**config.mk**
```make
export PLATFORM = sky130hd
export DESIGN_NAME = coo_row_sequencer
export DESIGN_NICKNAME = d
export VERILOG_FILES = /design/src/rtl/coo_row_sequencer.sv
export SDC_FILE = /design/constraint.sdc
export NUM_CORES = 1
export LEC_CHECK = 0
export CORE_MARGIN = 4
export CORE_UTILIZATION = 51
export CTS_BUF_LIST = sky130_fd_sc_hd__clkbuf_4 sky130_fd_sc_hd__clkbuf_8
export DETAILED_ROUTE_END_ITERATION = 7
export PLACE_DENSITY_LB_ADDON = 0.1
export RECOVER_POWER = 50
export REMOVE_ABC_BUFFERS = 1
export SLEW_MARGIN = 20
export SYNTH_ARGS = -nofsm -noshare
export SYNTH_HDL_FRONTEND = slang
export SYNTH_SLANG_ARGS = --single-unit
```
**constraint.sdc**
```tcl
create_clock -name clk -period 2.65 [get_ports clk]
set_clock_uncertainty 0.15 [all_clocks]
set_input_delay 0.53 -clock clk [delete_from_list [all_inputs] [get_ports clk]]
set_output_delay 0.53 -clock clk [all_outputs]
set_load 0.01 [all_outputs]
```
**src/rtl/coo_row_sequencer.sv**
```systemverilog
// coo_row_sequencer: walks a row-sorted COO edge list and issues entries,
// pulsing row_done once per node row (empty rows included).
module coo_row_sequencer #(
   parameter int NUM_NODES = 6,
   parameter int ROW_W     = 3,
   parameter int VAL_W     = 8,
   parameter int ADDR_W    = 4
) (
   input  logic                       clk,
   input  logic                       reset,
   input  logic                       start,
   input  logic [ADDR_W:0]            nnz,
   output logic                       mem_rd_en,
   output logic [ADDR_W-1:0]          mem_addr,
   input  logic [2*ROW_W+VAL_W-1:0]   mem_rdata,
   output logic                       out_valid,
   input  logic                       out_ready,
   output logic [ROW_W-1:0]           out_row,
   output logic [ROW_W-1:0]           out_col,
   output logic [VAL_W-1:0]           out_val,
   output logic                       row_done,
   output logic                       all_done,
   output logic                       busy,
   output logic                       err
);

   localparam int ENT_W = 2*ROW_W + VAL_W;
   localparam logic [ROW_W:0]  LAST_ROW = (ROW_W+1)'(NUM_NODES - 1);
   localparam logic [ROW_W:0]  N_ROWS   = (ROW_W+1)'(NUM_NODES);
   localparam logic [ROW_W:0]  ROW_ONE  = (ROW_W+1)'(1);
   localparam logic [ADDR_W:0] MAX_NNZ  = (ADDR_W+1)'(2**ADDR_W);
   localparam logic [ADDR_W:0] IDX_ONE  = (ADDR_W+1)'(1);

   typedef enum logic [2:0] {
      S_IDLE, S_READ, S_WAIT, S_CHECK,
      S_GAP, S_ISSUE, S_TAIL, S_DONE
   } state_e;

   state_e            state_q, state_d;
   logic [ADDR_W:0]   idx_q, idx_d;
   logic [ADDR_W:0]   nnz_q, nnz_d;
   logic [ROW_W:0]    cur_q, cur_d;
   logic [ENT_W-1:0]  ent_q, ent_d;
   logic              err_q, err_d;

   logic [ADDR_W:0]   nnz_clamp;
   logic [ADDR_W:0]   idx_inc;
   logic [ROW_W:0]    cur_inc;
   logic [ROW_W:0]    e_row;

   assign nnz_clamp = (nnz > MAX_NNZ) ? MAX_NNZ : nnz;
   assign idx_inc   = idx_q + IDX_ONE;
   assign cur_inc   = cur_q + ROW_ONE;
   assign e_row     = {1'b0, ent_q[ENT_W-1 -: ROW_W]};

   assign mem_addr = idx_q[ADDR_W-1:0];
   assign busy     = (state_q != S_IDLE);
   assign err      = err_q;
   assign out_row  = out_valid ? ent_q[ENT_W-1 -: ROW_W] : '0;
   assign out_col  = out_valid ? ent_q[VAL_W +: ROW_W] : '0;
   assign out_val  = out_valid ? ent_q[VAL_W-1:0] : '0;

   // state and datapath registers, cleared asynchronously
   always_ff @(posedge clk or posedge reset) begin
      if (reset) begin
         state_q <= S_IDLE;
         idx_q   <= '0;
         nnz_q   <= '0;
         cur_q   <= '0;
         ent_q   <= '0;
         err_q   <= 1'b0;
      end else begin
         state_q <= state_d;
         idx_q   <= idx_d;
         nnz_q   <= nnz_d;
         cur_q   <= cur_d;
         ent_q   <= ent_d;
         err_q   <= err_d;
      end
   end

   // next-state and output decode
   always_comb begin
      state_d   = state_q;
      idx_d     = idx_q;
      nnz_d     = nnz_q;
      cur_d     = cur_q;
      ent_d     = ent_q;
      err_d     = err_q;
      mem_rd_en = 1'b0;
      out_valid = 1'b0;
      row_done  = 1'b0;
      all_done  = 1'b0;
      unique case (state_q)
         S_IDLE: begin
            if (start) begin
               nnz_d   = nnz_clamp;
               err_d   = 1'b0;
               idx_d   = '0;
               cur_d   = '0;
               state_d = (nnz_clamp != '0) ? S_READ : S_TAIL;
            end
         end
         S_READ: begin
            mem_rd_en = 1'b1;
            state_d   = S_WAIT;
         end
         S_WAIT: begin
            ent_d   = mem_rdata;
            state_d = S_CHECK;
         end
         S_CHECK: begin
            if (e_row >= N_ROWS || e_row < cur_q) begin
               err_d   = 1'b1;
               state_d = S_DONE;
            end else if (e_row > cur_q) begin
               state_d = S_GAP;
            end else begin
               state_d = S_ISSUE;
            end
         end
         S_GAP: begin
            row_done = 1'b1;
            cur_d    = cur_inc;
            if (cur_inc == e_row) state_d = S_ISSUE;
         end
         S_ISSUE: begin
            out_valid = 1'b1;
            if (out_ready) begin
               idx_d   = idx_inc;
               state_d = (idx_inc < nnz_q) ? S_READ : S_TAIL;
            end
         end
         S_TAIL: begin
            row_done = 1'b1;
            cur_d    = cur_inc;
            if (cur_q >= LAST_ROW) state_d = S_DONE;
         end
         S_DONE: begin
            all_done = 1'b1;
            state_d  = S_IDLE;
         end
         default: state_d = S_IDLE;
      endcase
   end

endmodule

```
Word-level counts from Yosys, hierarchy flattened
Cells that the tools add are included.
{ "word_totals": {"reg_bits": 32, "input_bits": 23, "output_inout_bits": 24, "elab_cells": 65} }
{ "op_classes": {"n_addsub": 2, "n_lt_le_gt_ge": 6, "eq_ne": 13, "muxes": 25, "reduce_logical": 13} }
{ "ops": {"columns": ["operator", "count"], "rows": [
  ["3-bit two-way mux", 8],
  ["3-bit case mux with 8 select lines", 1],
  ["5-bit two-way mux", 3],
  ["3-bit == test, second input constant", 4],
  ["2-bit inequality test, second input constant", 5],
  ["5-bit case mux with 2 select lines", 1],
  ["8-bit two-way mux", 1],
  ["4-bit case mux with 2 select lines", 1],
  ["1-bit two-way mux", 7],
  ["3-bit by 2-bit == test with 1-bit output, second input constant", 2],
  ["3-bit AND reduction", 2],
  ["2-bit nonzero test", 3],
  ["5-bit by 1-bit adder with 5-bit output, second input constant", 1],
  ["5-bit > comparator, second input constant", 1],
  ["5-bit less-than comparator", 1],
  ["5-bit nonzero test", 1],
  ["4-bit by 1-bit adder with 4-bit output, second input constant", 1],
  ["4-bit by 3-bit == test with 1-bit output", 1],
  ["4-bit by 3-bit >= comparator with 1-bit output, second input constant", 1],
  ["3-bit by 4-bit > comparator with 1-bit output", 1],
  ["3-bit by 4-bit less-than comparator with 1-bit output", 1],
  ["4-bit two-way mux", 1],
  ["2-bit AND reduction", 2],
  ["4-bit AND reduction", 1],
  ["other kinds (8)", 8]
]} }

Logic depth before layout (Yosys ltp)
Gate-level depths: netlist of the first run.
{ "logic_depth": {"depth_word": 6, "depth_mapped": 8, "mapped_depth_nobuf": 8} }

Worst setup path after synthesis of the first run
OpenSTA, ideal clock, no wires.
{ "synth_path": {"path_kind": "register -> register", "start": "reg idx_q[0]", "end": "reg state_q[0]", "setup_time_ns": 0.095, "arrival_time_ns": 1.928, "required_ns": 2.405, "setup_slack_ns": 0.477, "path_stages_with_launch": 9, "n_path_buf": 0, "period_less_slack_ns": 2.173, "path_cell_list": "dfrtp_1 -> ha_1 -> xor2_1 -> ha_1 -> a21o_1 -> a31oi_1 -> o21ai_0 -> o211a_1 -> o32ai_2"} }
{ "synth_via": {"elab_chain_len": 5} }
{ "synth_lines": {"columns": ["item", "line", "text"], "rows": [
  ["start: declaration", "40", "logic [ADDR_W:0] idx_q, idx_d;"],
  ["start signal: assignment", "74", "idx_q <= idx_d;"],
  ["5-bit by 1-bit adder with 5-bit output", "52", "assign idx_inc = idx_q + IDX_ONE;"],
  ["5-bit less-than comparator", "131", "state_d = (idx_inc < nnz_q) ? S_READ : S_TAIL;"],
  ["3-bit two-way mux", "131", null],
  ["3-bit two-way mux", "129", "if (out_ready) begin"],
  ["3-bit case mux with 8 select lines", "94", "unique case (state_q)"],
  ["end signal: assignment", "73", "state_q <= state_d;"],
  ["end: declaration", "39", "state_e state_q, state_d;"]
]} }
Every way passes these cells. The select of a mux whose other input is x is not followed.
A chain may end at the register's enable or synchronous reset.

Final worst setup path of the first run
{ "layout_path": {"start": "reg state_q[0]", "end": "out out_val[1]"} }
{ "layout_via": {"elab_chain_len": 3} }
{ "layout_lines": {"columns": ["item", "line", "text"], "rows": [
  ["3-bit == test", "94", null],
  ["1-bit two-way mux", "94", null],
  ["8-bit two-way mux", "61", "assign out_val = out_valid ? ent_q[VAL_W-1:0] : '0;"],
  ["end: declaration", "20", "output logic [VAL_W-1:0] out_val,"]
]} }
Every way passes these cells.

==> results, run 1 <==
- The run finished with clean final reports.
- The largest net degree at the start of global routing is 33.
- The final wirelength is 4.19 mm.
- The clock passes through at most 2 buffers.
- STA classifies the critical path endpoint as an output pin.
- The number of distinct standard cells referenced by the synthesized netlist is 39.
- The worst-margin pin slew is 806 ps.
- The highest attainable clock frequency is 391 MHz.
- The cell-internal power is 0.00167 W.
- The min-delay analysis places its worst path in the category reg2reg.
- The share of total power dissipated in sequential elements is 32.0%.
- For this run, the total global-route usage over all layers was measured as 19.7%.
- The cell area reported after detailed placement is 2370 um^2.
- After the last flow step, the layout net total stands at 274.
- The via density per instance is 5.17.
- The area enclosed by the die boundary is 4730 um^2.
- The number of antenna violations at the first check in global routing is 0.
- The later-pin clock latency in the skew report is 280 ps.
- After the first detailed-routing iteration, the DRC count stood at 72.
- The share of the Yosys chip area taken by registers is 42.5%.
- On the worst path, the slowest cell contributes a delay of 530 ps.
- Clock tree synthesis inserted a total of 5 buffers.
- Of the post-synthesis cell area, the dominant cell type holds 42.5%.
- After detailed routing, the average wire length per cell comes to 14.6 um.
- The routability congestion estimate from global placement is 0.867.
- Ranked by total cell area, the synthesized netlist is headed by sky130_fd_sc_hd__dfrtp_1 (42%), sky130_fd_sc_hd__mux2_2 (8.4%), sky130_fd_sc_hd__ha_1 (7.3%).
- The final critical delay including setup and external delays is 2550 ps.
- The worst setup path is launched from a flip-flop.
- The area of the core region is 3440 um^2.
- CTS built an H-tree with a depth of 2.
- Once detail routing completed, the nets flagged for antenna violations numbered 0.
- The portion of total power attributed to the clock network is 15.0%.
- The worst path uses 96.4% of the clock period.
- Compared with the post-synthesis result, the final layout area differs by 32.1%.
- The clock input transition at the sequential cells of the worst setup and hold paths is 60 ps.
- The synthesized flop and latch total is 32.
- At the worst endpoint, the arrival time is 1870 ps.
- The number of hold violations in the final report was 0.
- STA puts the critical path data required time at 1970 ps.
- The count of final max-slew check failures is 0.
- The maximum resistive drop on vdd is 0.582 mV.
- The floorplan has 21 rows.
- For this block, the via count after detailed routing is 1484.
- Routed signal wires occupy layers up through met4.
- The largest area contributor in the netlist is sky130_fd_sc_hd__dfrtp_1.
- The I/O pin total is 47.
- The detailed-route DRC error count is 0.
- The clock tree root buffer cell is sky130_fd_sc_hd__clkbuf_8.
- TritonCTS built the clock tree.
- The type of the setup path with the least slack is reg2out.
- Of the cells placed in the final design, the portion with a size suffix greater than 1 is 16.6%.
- The tool flagged a number of max-cap violations equal to 0.
- In this run the power density over the cells is 1080 nW/um^2.
- Dividing the synthesized area by the synthesized cell count gives 9.92 um^2.
- The number of setup violations in the final report is 0.
- The met3 wire length is 208 um.
- The power dissipated by switching net loads is 0.00103 W.
- The library cell contributing the largest single delay on the critical path is sky130_fd_sc_hd__clkdlybuf4s50_1.
- The total of buffers placed on input and output ports is 46.
- The tightest slew margin relative to the limit is 46.3%.
- The critical path goes through nand2_2, or2_4, clkinvlp_4, and2_1, clkdlybuf4s50_1.
- The via count of the first global-routing pass came to 1605.
- In the detailed route, the total length drawn on met2 is 2.10 mm.
- CTS saw 32 sinks.
- The number of warning messages in the yosys log is 0.
- With fillers left out, the area of the finished cells amounts to 2490 um^2.
- The largest fanout on the critical path is 16.
- Synthesis produced a netlist whose cell count is 190.
- Measured along the x axis, the die boundary spans 68.8 um.
- The detailed placer's ending HPWL is 3.10 mm.
- From bottom edge to top edge, the die measures 68.8 um.
- The finished layout holds 287 standard cells, fillers aside.
- The first-pass GRT wire length is 6.91 mm.
- The total leakage power is 1.13 nW.
- The mapped cell area is 1890 um^2.
- The routed length on met1 is 1.85 mm.
- After detailed placement, the design holds a cell count of 276.
- The number of antenna diodes in the final layout is 0.
- Per report_power, the combinational group accounts for 53.0% of the total.
- The switching power share of the total is 38.0%.
- The total congestion overflow is 0.
- Before antenna repair, the detailed router went through 4 iterations.
- Once the floorplan was initialized, standard cells occupied 54.8% of the core.
critical path: cells and delay by family, from the launching register on:
family                 cells  cell delay [ps]
DFF                        1              370
buffers and inverters      2              720
and+or+nand+nor            3              490
timing repair:
action,4_1_cts,5_1_grt
setup buffers,0,3
gates resized for setup,1,1
hold buffers,0,0
endpoints found under the setup margin,13,9
hold endpoints to repair,0,0
pin swaps,0,0
through the flow:
stage          total power, W  hold slack, ps  util, %  setup TNS (ps)  setup WS [ps]
4_1_cts               0.00271             339     71.8               0           61.0
3_5_place_dp          0.00229             325     68.9               0            204
5_1_grt               0.00292             362     72.3           -6.22          -3.26
3_3_place_gp          0.00221             321     68.9               0            282
2_1_floorplan         0.00176             300        -               0            429
6_report              0.00270             341     72.3               0           95.4
power by group through the flow:
stage | Sequential [W] | Clock, W | Combinational [W]
final | 0.000863 | 0.000405 | 0.00143
after global routing | 0.000891 | 0.000430 | 0.00159
after CTS | 0.000862 | 0.000411 | 0.00143
after detailed placement | 0.000870 | 0 | 0.00142
after global placement | 0.000849 | 0 | 0.00136
after floorplan | 0.000880 | 0 | 0.000880
final cells by class:
| type | instances | area [um^2] |
|---|---|---|
| multi-input combinational | 133 | 957 |
| clock buffer | 8 | 97.6 |
| timing repair buffer | 54 | 520 |
| fill | 262 | 952 |
| inverter | 14 | 56.3 |
| sequential | 32 | 801 |
| tap | 46 | 57.6 |
final timing paths:
path                            start          to  slack, ps  cells after the start
max                        state_q[0]  out_val[1]        100                      5
min                          idx_q[4]    idx_q[4]        340                      2
max reg2reg                  idx_q[0]  state_q[0]        190                      8
min reg2reg                  idx_q[4]    idx_q[4]        340                      2
max in group asynchronous       reset    ent_q[4]       1060                      3
min in group asynchronous       reset    ent_q[2]        790                      3
metal layers:
layer  vias up  global-route usage (%)
met1       703                    21.8
li1        741                       -
met2        35                    36.2
met3         5                    5.35
met5         -                       0
met4         0                    6.08
logic make-up (layout without fill, tap and decap cells):
| group | Yosys count | after routing | synth area share (%) |
|---|---|---|---|
| flops | 32 | 32 | 42.5 |
| buf+inv | 25 | 76 | 6.50 |
| xor+xnor | 7 | 7 | 3.65 |
| simple gates | 67 | 67 | 19.6 |
| mux | 15 | 15 | 8.89 |
| fa+ha+maj | 11 | 11 | 7.30 |
| compound gates | 33 | 33 | 11.6 |
layout by cell type, fill, tap and decap left out, types with 2 or more instances in the layout:
cell type,n
sky130_fd_sc_hd__clkdlybuf4s50_1,43
sky130_fd_sc_hd__o21ai_0,9
sky130_fd_sc_hd__o21ai_1,3
sky130_fd_sc_hd__dlygate4sd3_1,2
sky130_fd_sc_hd__a21o_1,2
sky130_fd_sc_hd__ha_1,11
sky130_fd_sc_hd__clkbuf_4,2
sky130_fd_sc_hd__a31oi_1,2
sky130_fd_sc_hd__buf_4,7
sky130_fd_sc_hd__o22ai_1,2
sky130_fd_sc_hd__nand3_1,6
sky130_fd_sc_hd__nand2b_1,10
sky130_fd_sc_hd__o211a_1,2
sky130_fd_sc_hd__xnor2_1,4
sky130_fd_sc_hd__nand2_1,22
sky130_fd_sc_hd__xor2_1,2
sky130_fd_sc_hd__nor2_1,3
sky130_fd_sc_hd__nor3_1,2
sky130_fd_sc_hd__mux2_2,14
sky130_fd_sc_hd__clkbuf_8,6
sky130_fd_sc_hd__a21oi_1,8
sky130_fd_sc_hd__and2_1,13
sky130_fd_sc_hd__inv_1,12
sky130_fd_sc_hd__dfrtp_1,32
sky130_fd_sc_hd__nand3b_1,2
state kept, by name (all words and copies together) (netlist names):
name     cells
cur_q        4
ent_q       14
err          1
idx_q        5
nnz_q        5
state_q      3
Yosys cell counts, drive strengths merged:
cell type  number
a21o            2
nand3b          2
nand3           6
or4             1
mux2           14
o32ai           1
nand2b         10
nor2            4
or2             1
buf            11
o211a           2
mux2i           1
a221oi          1
a211o           1
a21oi           8
nor3            3
a2bb2oi         1
and3            1
a31oi           2
nand2          23
nand4b          1
inv            14
xnor2           5
nor4            1
nor3b           1
xor2            2
dfrtp          32
and2           13
o21ai          12
ha             11
o22ai           2
o41ai           1
Note: power is estimated with default switching activity, not from simulation.
==> run 2, diff against run 1 <==
- ABC_CLOCK_PERIOD_IN_PS: default -> 2650
==> results of run 2 <==
The final DEF is identical to that of run 1; final timing and power are the same.
==> variant 1 (config.mk and constraints of run 2) <==
Re-encode `state_e` (8 states) as one-hot, 8 bits wide.
--- a/src/rtl/coo_row_sequencer.sv
+++ b/src/rtl/coo_row_sequencer.sv
@@ -31,9 +31,9 @@
    localparam logic [ADDR_W:0] MAX_NNZ  = (ADDR_W+1)'(2**ADDR_W);
    localparam logic [ADDR_W:0] IDX_ONE  = (ADDR_W+1)'(1);
 
-   typedef enum logic [2:0] {
-      S_IDLE, S_READ, S_WAIT, S_CHECK,
-      S_GAP, S_ISSUE, S_TAIL, S_DONE
+   typedef enum logic [7:0] {
+      S_IDLE = 8'b00000001, S_READ = 8'b00000010, S_WAIT = 8'b00000100, S_CHECK = 8'b00001000,
+      S_GAP = 8'b00010000, S_ISSUE = 8'b00100000, S_TAIL = 8'b01000000, S_DONE = 8'b10000000
    } state_e;
 
    state_e            state_q, state_d;
Function: no difference found for any inputs over 10 cycles, from zero or initial values and one cycle with reset high; not proved beyond that.
==> variant 1 against run 2 <==
Worst setup slack improved by 58 ps; global-route usage rose by 0.84 points; routed wire length increased by 15%; critical path depth did not move; clock power up 28%; area after synthesis increased by 12%; total power is 19% lower; sequential cell count increased by 5; design area grew 11%; highest routed layer unchanged.
==> variant 1: results (changes against run 2) <==
R2R setup slack - 420 ps (+230 ps)
hold path start - ent_q[10]
HPWL after DPL - 3.483 mm (+12%)
Placed Instances - 324 (+17%)
Synth top cells by count - 53 x nand2_1, 36 x dfrtp_1, 16 x and2_1, 15 x inv_1, 12 x nor2_1
Mapped Cells - 229 (+21%)
I/O Buffers - 46 (unchanged)
ranking of synthesized cells by area - dfrtp_1 42%, nand2_1 9.4%, ha_1 6.5%, and2_1 4.7%, inv_1 2.7%
status - complete, no violations
Hold WC Path Type - register to register
Rel. slew slack - 38.04% (-8.2 points)
R2R depth - 6 (-2)
Async S/R FF share, synth - 100.0% (unchanged)
R2R Path Start - state_q[6]
GRT Resource Usage Total - 20.50% (+0.84 points)
largest registers - ent_q x14, state_q x8
First DRT Iteration DRCs - 83 (+15%)
yosys warns - 0 (unchanged)
post-synthesis cell type count - 45 (+15%)
vias in the first global route - 1790 (+12%)
drt first pass iters - 4 (unchanged)
LEAKAGE - 0.001406 µW (+25%)
htree depth - 2 (unchanged)
critical path arrival - 1820 ps (-50 ps)
CTS clk-pin slew, worst paths - 80 ps (+20 ps)
drt via density - 5.368 (+3.8%)
Critical R2R Capture - nnz_q[4]
Worst Setup SP - state_q[1]
sequential area share after synthesis - 43.72% (+1.2 points)
crit path capture - out_row[0]
Synth Flop Type - dfrtp_1
proportion of layout cells with a drive suffix above 1 - 10.92% (-5.7 points)
first-pass GRT wire length - 8.259 mm (+20%)
peak supply drop - 0.0004657 V (-20%)
CP max FO - 7 (-9)
Routability Congestion - 0.8674 (about the same)
wire per inst - 14.45 µm (-1.1%)
Post-Layout Cell Count - 334 (+16%)
largest net degree at the start of global routing - 38 (+15%)
FILL cells - 351 (+34%)
variant 1: worst max-delay path, cell delays in order (launching register included):
cell           delay [ps]
dfrtp_1               460
nor4_4                310
nand4_2               170
buf_4                 200
nor2_1                 90
dlygate4sd2_1         290
variant 1: worst min path at each step:
stage,endpoint,cells after the start,slack (ps)
final,ent_q[10],2,320
after global routing,ent_q[6],2,350
after CTS,ent_q[10],2,320
after detailed placement,ent_q[10],2,300
after global placement,ent_q[1],2,300
after floorplan,ent_q[0],2,290
variant 1: final cells by class:
class                   instances  share of cell area (%)
clock buffers                   6                   2.977
clock inverters                 2                   1.353
inverters                      17                   2.391
multi-input cells             166                   39.20
flip-flops and latches         37                   33.47
well taps                      50                   2.255
repair buffers                 56                   18.36
variant 1: metrics by stage:
step / setup WS [ps] / util, % / cell area (µm²) / power, µW
global route: 36.18 / 69.35 / 2774 / 2360
global placement: 172.8 / 66.09 / 2644 / 1634
finish: 153.0 / 69.35 / 2774 / 2183
detailed placement: 155.4 / 66.09 / 2644 / 1671
CTS: 16.72 / 69.00 / 2760 / 2211
floorplan: 489.9 / - / 2061 / 1399
variant 1: power breakdown:
part	total [µW]	internal (µW)	leakage [µW]	switching, µW
Combinational	781	362	0.000875	420
Clock	518	306	0.0000574	212
Sequential	884	744	0.000474	140
variant 1: logic make-up after synthesis:
| group | Yosys count | share of synthesized area, % |
|---|---|---|
| AND/OR/NAND/NOR | 106 | 26.31 |
| AO/OA/AOI/OAI | 39 | 13.39 |
| flip-flops | 37 | 43.72 |
| buffers and inverters | 26 | 5.840 |
| adder cells (fa/ha/maj) | 11 | 6.490 |
| XOR/XNOR | 9 | 3.717 |
| multiplexers | 1 | 0.5309 |
variant 1: repair_timing:
action / 4_1_cts / 5_1_grt
resized for setup: 21 / 5
hold buffers: 0 / 0
endpoints found under the setup margin: 18 / 2
setup buffers: 1 / 1
pin swaps: 0 / 2
variant 1: routing by layer:
metal	vias to the layer above	GRT usage, %	wire length [µm]
met5	-	0	0
met4	0	7.992	85
met3	6	5.679	284
met2	38	32.36	2266
met1	869	26.83	2190
li1	880	-	-
==> variant 2 (config.mk and constraints of run 2) <==
Made on the original files. The parameter `ROW_W` goes from 3 to 6.
--- a/src/rtl/coo_row_sequencer.sv
+++ b/src/rtl/coo_row_sequencer.sv
@@ -2,7 +2,7 @@
 // pulsing row_done once per node row (empty rows included).
 module coo_row_sequencer #(
    parameter int NUM_NODES = 6,
-   parameter int ROW_W     = 3,
+   parameter int ROW_W     = 6,
    parameter int VAL_W     = 8,
    parameter int ADDR_W    = 4
 ) (
Ports: changed (resized mem_rdata, out_col and out_row); port bits go from 47 to 59. The function was not compared with the original's and may differ.
==> variant 2 against run 2 <==
Sequential power rose by 30%; routed wire length is 33% higher; area after synthesis increased by 35%; total power rose by 21%; design area increased by 32%; die area is 31% higher; fmax rose by 1.9%; worst setup slack gained 49 ps; sequential cell count is 9 higher.
==> variant 2: results (changes against run 2) <==
status - complete, no violations
Critical R2R Capture - ent_q[10]
DR vias - 2066 (+39%)
FILL cells - 419 (+60%)
PostCTS Resize Cnt - 0 (-1)
Cell Area, Placed - 0.003207 mm² (+35%)
proportion of layout cells with a drive suffix above 1 - 15.51% (-1.1 points)
GRT Resource Usage Total - 19.26% (-0.40 points)
WHS - 338.6 ps (-2.130 ps)
hold path start - nnz_q[2]
met2 wire len - 2.781 mm (+33%)
CTS clk-pin slew, worst paths - 80 ps (+20 ps)
Worst Setup SP - state_q[1]
wire per inst - 14.57 µm (-0.27%)
ranking of synthesized cells by area - dfrtp_1 40%, mux2_2 8.8%, ha_1 6.4%, and2_1 5.1%, o21ai_0 3.9%
Layout clock area frac - 2.740% (-1.2 points)
met2 Use GR - 32.34% (-3.9 points)
Signal inverters - 13 (-1)
sequential area share after synthesis - 40.18% (-2.3 points)
largest registers - ent_q x20, cur_q x7
First DRT Iteration DRCs - 60 (-17%)
Mapped Cells - 257 (+35%)
Layout clock buffers - 6 (-2)
I/O Buffers - 58 (+26%)
peak supply drop - 0.0005640 V (-3.1%)
crit path capture - out_row[0]
hold endpoint - nnz_q[2]
non-clk buf share - 20.55% (-0.36 points)
met3 routed WL - 214 µm (+2.9%)
post-synthesis register bit count - 41 (+28%)
vias in the first global route - 1985 (+24%)
Routability Congestion - 0.8293 (-4.4%)
first-pass GRT wire length - 9.363 mm (+36%)
largest net degree at the start of global routing - 42 (+27%)
multi-input gates - 183 (+38%)
wl on met1 - 2.512 mm (+36%)
Nets - 358 (+31%)
HPWL after DPL - 4.191 mm (+35%)
Fmax - 399.1 MHz (+1.9%)
multi-input combinational area share - 41.48% (+3.0 points)
DP Worst Slack - 281.5 ps (+77.47 ps)
post-synthesis cell type count - 52 (+33%)
sequential share of cell area - 31.20% (-0.96 points)
variant 2: critical path: stages, from the launching register on:
cell             delay (ps)
dfrtp_1                 380
and3b_2                 270
buf_6                   160
inv_1                    90
nor2_1                   90
clkdlybuf4s50_1         550
variant 2: per-stage QoR:
step | power [µW] | utilization (%)
after floorplan | 2229 | -
after global placement | 2820 | 67.01
after detailed placement | 2865 | 67.01
after CTS | 3300 | 68.89
after global routing | 3538 | 68.71
final | 3255 | 68.71
variant 2: cell families (layout without fill, tap and decap cells):
family	Yosys count	count (layout)	synth area share [%]
xor+xnor	9	9	3.087
flops	41	41	40.18
compound gates	51	51	14.50
simple gates	90	90	20.48
buf+inv	33	92	6.565
fa+ha+maj	13	13	6.370
mux	20	20	8.819
variant 2: power by group:
part | switching, µW | leakage (µW) | internal (µW)
logic | 807 | 0.000822 | 904
registers | 223 | 0.000512 | 896
clock network | 219 | 0.0000433 | 206
total | 1250 | 0.00138 | 2010
